$ cat src/rtl/regfile_pkg.sv
// Shared definitions for the multi-port register bank: clear-sequencer state
// encoding and packed-port slicing helpers.
package regfile_pkg;

    typedef enum logic {
        ST_CLEAR = 1'b0,
        ST_READY = 1'b1
    } clear_state_t;

    localparam int WRITE_PORTS = 2;

    // Low bit of port `port` inside a packed bus of `width`-bit fields.
    function automatic int slice_lo(input int port, input int width);
        return port * width;
    endfunction

endpackage

$ cat src/rtl/regfile_clear_seq.sv
// Clear sequencer: walks every entry writing zero after reset or on request,
// then raises ready and hands the file over to normal operation.
module regfile_clear_seq
    import regfile_pkg::*;
#(
    parameter int ADDR_WIDTH = 5
) (
    input  logic                  clock,
    input  logic                  reset,
    input  logic                  clear_request,
    output logic                  clear_we,
    output logic [ADDR_WIDTH-1:0] clear_addr,
    output logic                  ready
);

    clear_state_t          state;
    logic [ADDR_WIDTH-1:0] count;

    // No clear write on a reset edge; the first one lands on the first edge after.
    assign clear_we   = (state == ST_CLEAR) && !reset;
    assign clear_addr = count;

    always_ff @(posedge clock) begin
        if (reset) begin
            state <= ST_CLEAR;
            count <= '0;
            ready <= 1'b0;
        end else begin
            case (state)
                ST_CLEAR: begin
                    count <= count + 1'b1;
                    if (&count) begin
                        state <= ST_READY;
                        ready <= 1'b1;
                    end
                end
                ST_READY: begin
                    if (clear_request) begin
                        state <= ST_CLEAR;
                        count <= '0;
                        ready <= 1'b0;
                    end
                end
                default: begin
                    state <= ST_CLEAR;
                    count <= '0;
                    ready <= 1'b0;
                end
            endcase
        end
    end

endmodule

$ cat src/rtl/register_bank_mp.sv
// Multi-port register bank: READ_PORTS combinational reads, two synchronous
// write ports, optional hardwired-zero entry 0 and write-to-read bypass.
// Writes are accepted only while ready=1; there is no backpressure otherwise.
module register_bank_mp
    import regfile_pkg::*;
#(
    parameter int DATA_WIDTH = 64,
    parameter int ADDR_WIDTH = 5,
    parameter int READ_PORTS = 2,
    parameter int ZERO_REG   = 1,
    parameter int BYPASS     = 1
) (
    input  logic                               clock,
    input  logic                               reset,
    input  logic                               clear_request,
    input  logic [WRITE_PORTS-1:0]             write_enable,
    input  logic [WRITE_PORTS*ADDR_WIDTH-1:0]  write_address,
    input  logic [WRITE_PORTS*DATA_WIDTH-1:0]  write_data,
    input  logic [READ_PORTS*ADDR_WIDTH-1:0]   read_address,
    output logic [READ_PORTS*DATA_WIDTH-1:0]   read_data,
    output logic                               ready
);

    localparam int DEPTH     = 2 ** ADDR_WIDTH;
    localparam bit HAS_ZERO  = (ZERO_REG != 0);
    localparam bit HAS_BYPASS = (BYPASS != 0);

    logic                  clear_we;
    logic [ADDR_WIDTH-1:0] clear_addr;
    logic                  write_ok;
    logic [DATA_WIDTH-1:0] mem [DEPTH];

    regfile_clear_seq #(
        .ADDR_WIDTH(ADDR_WIDTH)
    ) u_clear_seq (
        .clock        (clock),
        .reset        (reset),
        .clear_request(clear_request),
        .clear_we     (clear_we),
        .clear_addr   (clear_addr),
        .ready        (ready)
    );

    assign write_ok = ready && !reset;

    // Priority clear > port 1 > port 0: the ascending loop lets port 1 overwrite port 0.
    always_ff @(posedge clock) begin
        if (clear_we) begin
            mem[clear_addr] <= '0;
        end else if (write_ok) begin
            for (int k = 0; k < WRITE_PORTS; k++) begin
                if (write_enable[k] &&
                    !(HAS_ZERO && (write_address[slice_lo(k, ADDR_WIDTH) +: ADDR_WIDTH] == '0))) begin
                    mem[write_address[slice_lo(k, ADDR_WIDTH) +: ADDR_WIDTH]] <=
                        write_data[slice_lo(k, DATA_WIDTH) +: DATA_WIDTH];
                end
            end
        end
    end

    for (genvar r = 0; r < READ_PORTS; r++) begin : g_read
        logic [ADDR_WIDTH-1:0] ra;
        logic [DATA_WIDTH-1:0] rd;

        assign ra = read_address[r*ADDR_WIDTH +: ADDR_WIDTH];

        always_comb begin
            rd = mem[ra];
            if (HAS_BYPASS) begin
                for (int k = 0; k < WRITE_PORTS; k++) begin
                    if (write_enable[k] &&
                        (write_address[slice_lo(k, ADDR_WIDTH) +: ADDR_WIDTH] == ra)) begin
                        rd = write_data[slice_lo(k, DATA_WIDTH) +: DATA_WIDTH];
                    end
                end
            end
            if (HAS_ZERO && (ra == '0)) begin
                rd = '0;
            end
            if (!ready) begin
                rd = '0;
            end
        end

        assign read_data[r*DATA_WIDTH +: DATA_WIDTH] = rd;
    end

endmodule

$ cat config.mk
export PLATFORM = sky130hd
export DESIGN_NAME = register_bank_mp
export DESIGN_NICKNAME = d
export VERILOG_FILES = /design/src/rtl/regfile_pkg.sv /design/src/rtl/regfile_clear_seq.sv /design/src/rtl/register_bank_mp.sv
export SDC_FILE = /design/constraint.sdc
export NUM_CORES = 2
export LEC_CHECK = 0
export CAP_MARGIN = 20
export CELL_PAD_IN_SITES_DETAIL_PLACEMENT = 0
export CELL_PAD_IN_SITES_GLOBAL_PLACEMENT = 1
export CORE_ASPECT_RATIO = 0.8
export CORE_MARGIN = 2
export CORE_UTILIZATION = 55
export CTS_BUF_LIST = sky130_fd_sc_hd__clkbuf_16
export CTS_CLUSTER_SIZE = 8
export DETAILED_ROUTE_END_ITERATION = 12
export DONT_BUFFER_PORTS = 1
export PLACE_DENSITY = 0.82
export SYNTH_ARGS = -nofsm -noshare
export SYNTH_HDL_FRONTEND = slang
export SYNTH_SLANG_ARGS = --single-unit
$ cat constraint.sdc
create_clock -name clock -period 17.2 [get_ports clock]
set_clock_uncertainty 0.05 [all_clocks]
set_input_delay 3.44 -clock clock [delete_from_list [all_inputs] [get_ports clock]]
set_output_delay 3.44 -clock clock [all_outputs]
set_load 0.01 [all_outputs]
==> parameters.txt <==
Parameter                              Value

Timing
  TNS Setup    0 ps
  Maximum operating frequency    83.79 MHz
  PnR worst setup slack    5266 ps
  Period minus WS final    11930 ps
  Unrepaired setup endpoints after global routing    false
  Transition time at the pin with the least slew margin    1904 ps
  Hold violation total from the final report    0
  Worst relative slew slack    -26.95%
  Post-route fraction of the period consumed by the critical path    69.38%
  Max-slew violation total from the final report    508
  Count of endpoints failing setup in the final report    0

Synthesis
  Top area cells in the synthesized netlist    edfxtp_1 (51%), mux4_2 (12%), o21ai_0 (8.4%)
  Synth top area share    50.69%
  Post-Synth XOR/XNOR Area    0.1444%
  Async SR Flop Fraction    0%
  Post-Synthesis Net Count    11110
  Yosys warnings    0
  Sequential area share after synthesis    50.80%
  Flip-flop and latch count after synthesis    2055
  Synth top cells by count    nand2_1 (2249), edfxtp_1 (2048), o21ai_0 (2041)
  Gate count of the mapped netlist    10950
  Adder and majority gate portion of the synthesized area    0.02062%
  Share of synthesized cell area in and, or, nand and nor gates    9.685%
  Most frequently used cell type in the post-synthesis netlist    nand2_1
  Most instantiated flip-flop cell in the synthesis netlist    edfxtp_1
  Number of synthesized flops with an enable pin    2048
  Post-synthesis cell type with the largest combined area    edfxtp_1
  Multiplexer fraction of the synthesized cell area    19.87%
  Cell area after technology mapping    121300 µm²
  Mean instance size in the synthesized netlist    11.08 µm²
  Distinct cells, synth    56
  Compound-gate portion of the synthesized area    14.07%
  Dominant combinational cell family by area after synthesis    multiplexers

Power
  Switching power of the nets    0.002528 W
  Static leakage    45.90 nW
  Power share of the sequential group    48.4%
  Proportion of power drawn by combinational gates    5.0%
  Internal portion of total power    0.008798 W
  Net switching share of the total power    22.32%
  Power per standard cell area    87.69 nW/µm²
  VDD IR max    0.06645 mV
  Clock share of power    46.7%

Die
  Die span in x    529.1 µm
  Effective utilization at floorplan    55.24%
  Die Y-Extent    424.1 µm
  I/O pin count    282
  Floorplan die area    224400 µm²
  Number of cell rows    154
  Area inside the core boundary    219700 µm²

Cells and area
  Post-route insts no fill    12970
  Area occupied by multi-input gates    53950 µm²
  Final Net Count    10200
  Fraction of layout instances using a drive strength above 1    18.29%
  Sequential standard cell area    61640 µm²
  Area growth syn-to-layout    6.453%
  Filler Cell Count    17360

Worst hold path
  Hold Path Origin    u_clear_seq.clear_addr[1]
  Hold Crit Class    flip-flop to flip-flop

Detailed routing
  Average via count per standard cell    7.368
  Initial detailed-routing violation count    16770
  Routed Wire Length    473300 µm
  Detailed-router iteration count before antenna repair    8
  Number of remaining DRC errors    0
  Antenna violation net count after detailed routing    0
  Routed wire per std cell    36.49 µm
  Via count    95580

Clock tree
  Number of buffers created by CTS    299
  Post-CTS repair timing setup buffer count    0
  TritonCTS clock tree    done
  Maximum clock insertion buffer count    4
  CTS clock-pin slew for the worst setup and hold paths    50 ps
  Clock root buffer    clkbuf_16
  Count of cells resized by post-cts repair    0
  Worst-skew pair later-pin latency    870 ps
  Count of clock tree sinks    2055
  Count of H-tree levels built during CTS    5
  Number of buffers inserted for hold repair after clock tree synthesis    0

Outcome
  Violated checks    slew limit
  Status    finished, violations left

Placed design
  Sum of net half-perimeters after detailed placement    255100 µm
  Dpl ws    6359 ps
  Final Wtd Congestion    0.8920
  Count of buffers inserted at the top-level ports    0
  Cell count after placement    12620

Worst setup path
  Top fanout value on the critical path    451
  Required time of the critical path    13710 ps
  Crit path launch    read_address[7]
  Endpoint type of the worst setup path    primary output
  Worst setup path class    primary input to primary output
  Arrival time worst endpoint    8440 ps
  Startpoint of the worst-slack reg-to-reg timing path    u_clear_seq.state
  Element type at the critical path start    primary input

Global routing
  Wire length of the first global-routing pass    666900 µm
  Total overflow reported by the global router    0
  Number of antenna violations at the first check in global routing    7
  Via count of the first global-routing pass    91220
  Largest net degree at the start of global routing    1029
  Total GRT Usage    41.52%

Job
  Number of maximum-capacitance constraint violations    0
## cell type report
| class | instances | share of cell area, % |
|---|---|---|
| Antenna cell | 10 | 0.01937 |
| Clock inverter | 26 | 0.1521 |
| Inverter | 71 | 0.2063 |
| Tap cell | 2886 | 2.796 |
| Clock buffer | 305 | 5.909 |
| Timing Repair Buffer | 198 | 1.426 |
| Multi-Input combinational cell | 7421 | 41.77 |
| Sequential cell | 2055 | 47.72 |
## cell usage in the layout, fill, tap and decap left out, types with 84 or more instances in the layout
master,Yosys,routed
nor2_1,171,137
mux4_2,640,640
nand2_1,2249,2246
mux2i_1,320,320
buf_4,119,177
mux2_2,576,576
a22oi_1,129,129
o21ai_0,2041,2041
o22ai_1,288,257
edfxtp_1,2048,2048
clkbuf_16,0,305
inv_1,71,84
nor2b_1,134,131
a211oi_1,257,257
nor3_1,184,184
## kinds of logic after synthesis
family | Yosys count
compound gates | 3001
simple gates | 2862
flops | 2055
mux | 1536
buf+inv | 1475
xor+xnor | 20
fa+ha+maj | 2
## power groups by stage
stage / clock [W] / combinational [W] / sequential [W]
floorplan: 0 / 0.000502 / 0.00557
global placement: 0 / 0.000474 / 0.00557
detailed placement: 0 / 0.000477 / 0.00557
CTS: 0.00527 / 0.000478 / 0.00548
global route: 0.00546 / 0.000563 / 0.00547
finish: 0.00529 / 0.000564 / 0.00548
## path summary, 6_finish.rpt
kind              slack [ps]  cells past startpoint                         to
setup reg to reg       11100                      9                mem[15][20]
setup / recovery        5270                      7             read_data[101]
hold reg to reg          550                      2  u_clear_seq.clear_addr[1]
hold / removal           550                      2  u_clear_seq.clear_addr[1]
## worst max-delay path: stages
cell	delay, ps
xnor2_1	610
nand2_1	240
o31ai_4	1010
buf_4	730
buf_4	590
o221ai_1	240
o21ai_1	520
## registers in the layout, indices dropped and copies added, names as in the netlist
register	flops
u_clear_seq.state	1
u_clear_seq.ready	1
mem	2048
u_clear_seq.clear_addr	5
## per-stage QoR
stage / power [W] / instance area [µm²] / hold WS, ps / util (%)
after floorplan: 0.006072 / 121300 / 470.8 / -
after global placement: 0.006044 / 120800 / 511.4 / 55.01
after detailed placement: 0.006048 / 121000 / 515.0 / 55.06
after CTS: 0.01122 / 128800 / 525.1 / 58.63
after global routing: 0.01150 / 129200 / 548.8 / 58.80
final: 0.01133 / 129200 / 548.9 / 58.80
## routing by layer
layer  track usage [%]  wire, µm  vias to the layer above  part of all wire (%)
li1                  -         -                    39030                     -
met1             54.96    162400                    46240                    34
met2             60.50    201900                     8621                    43
met3             13.19     77000                     1681                    16
met4             23.65     31930                        6                   6.7
met5                 0        46                        -                0.0097
Note: power is estimated with default switching activity, not from simulation.
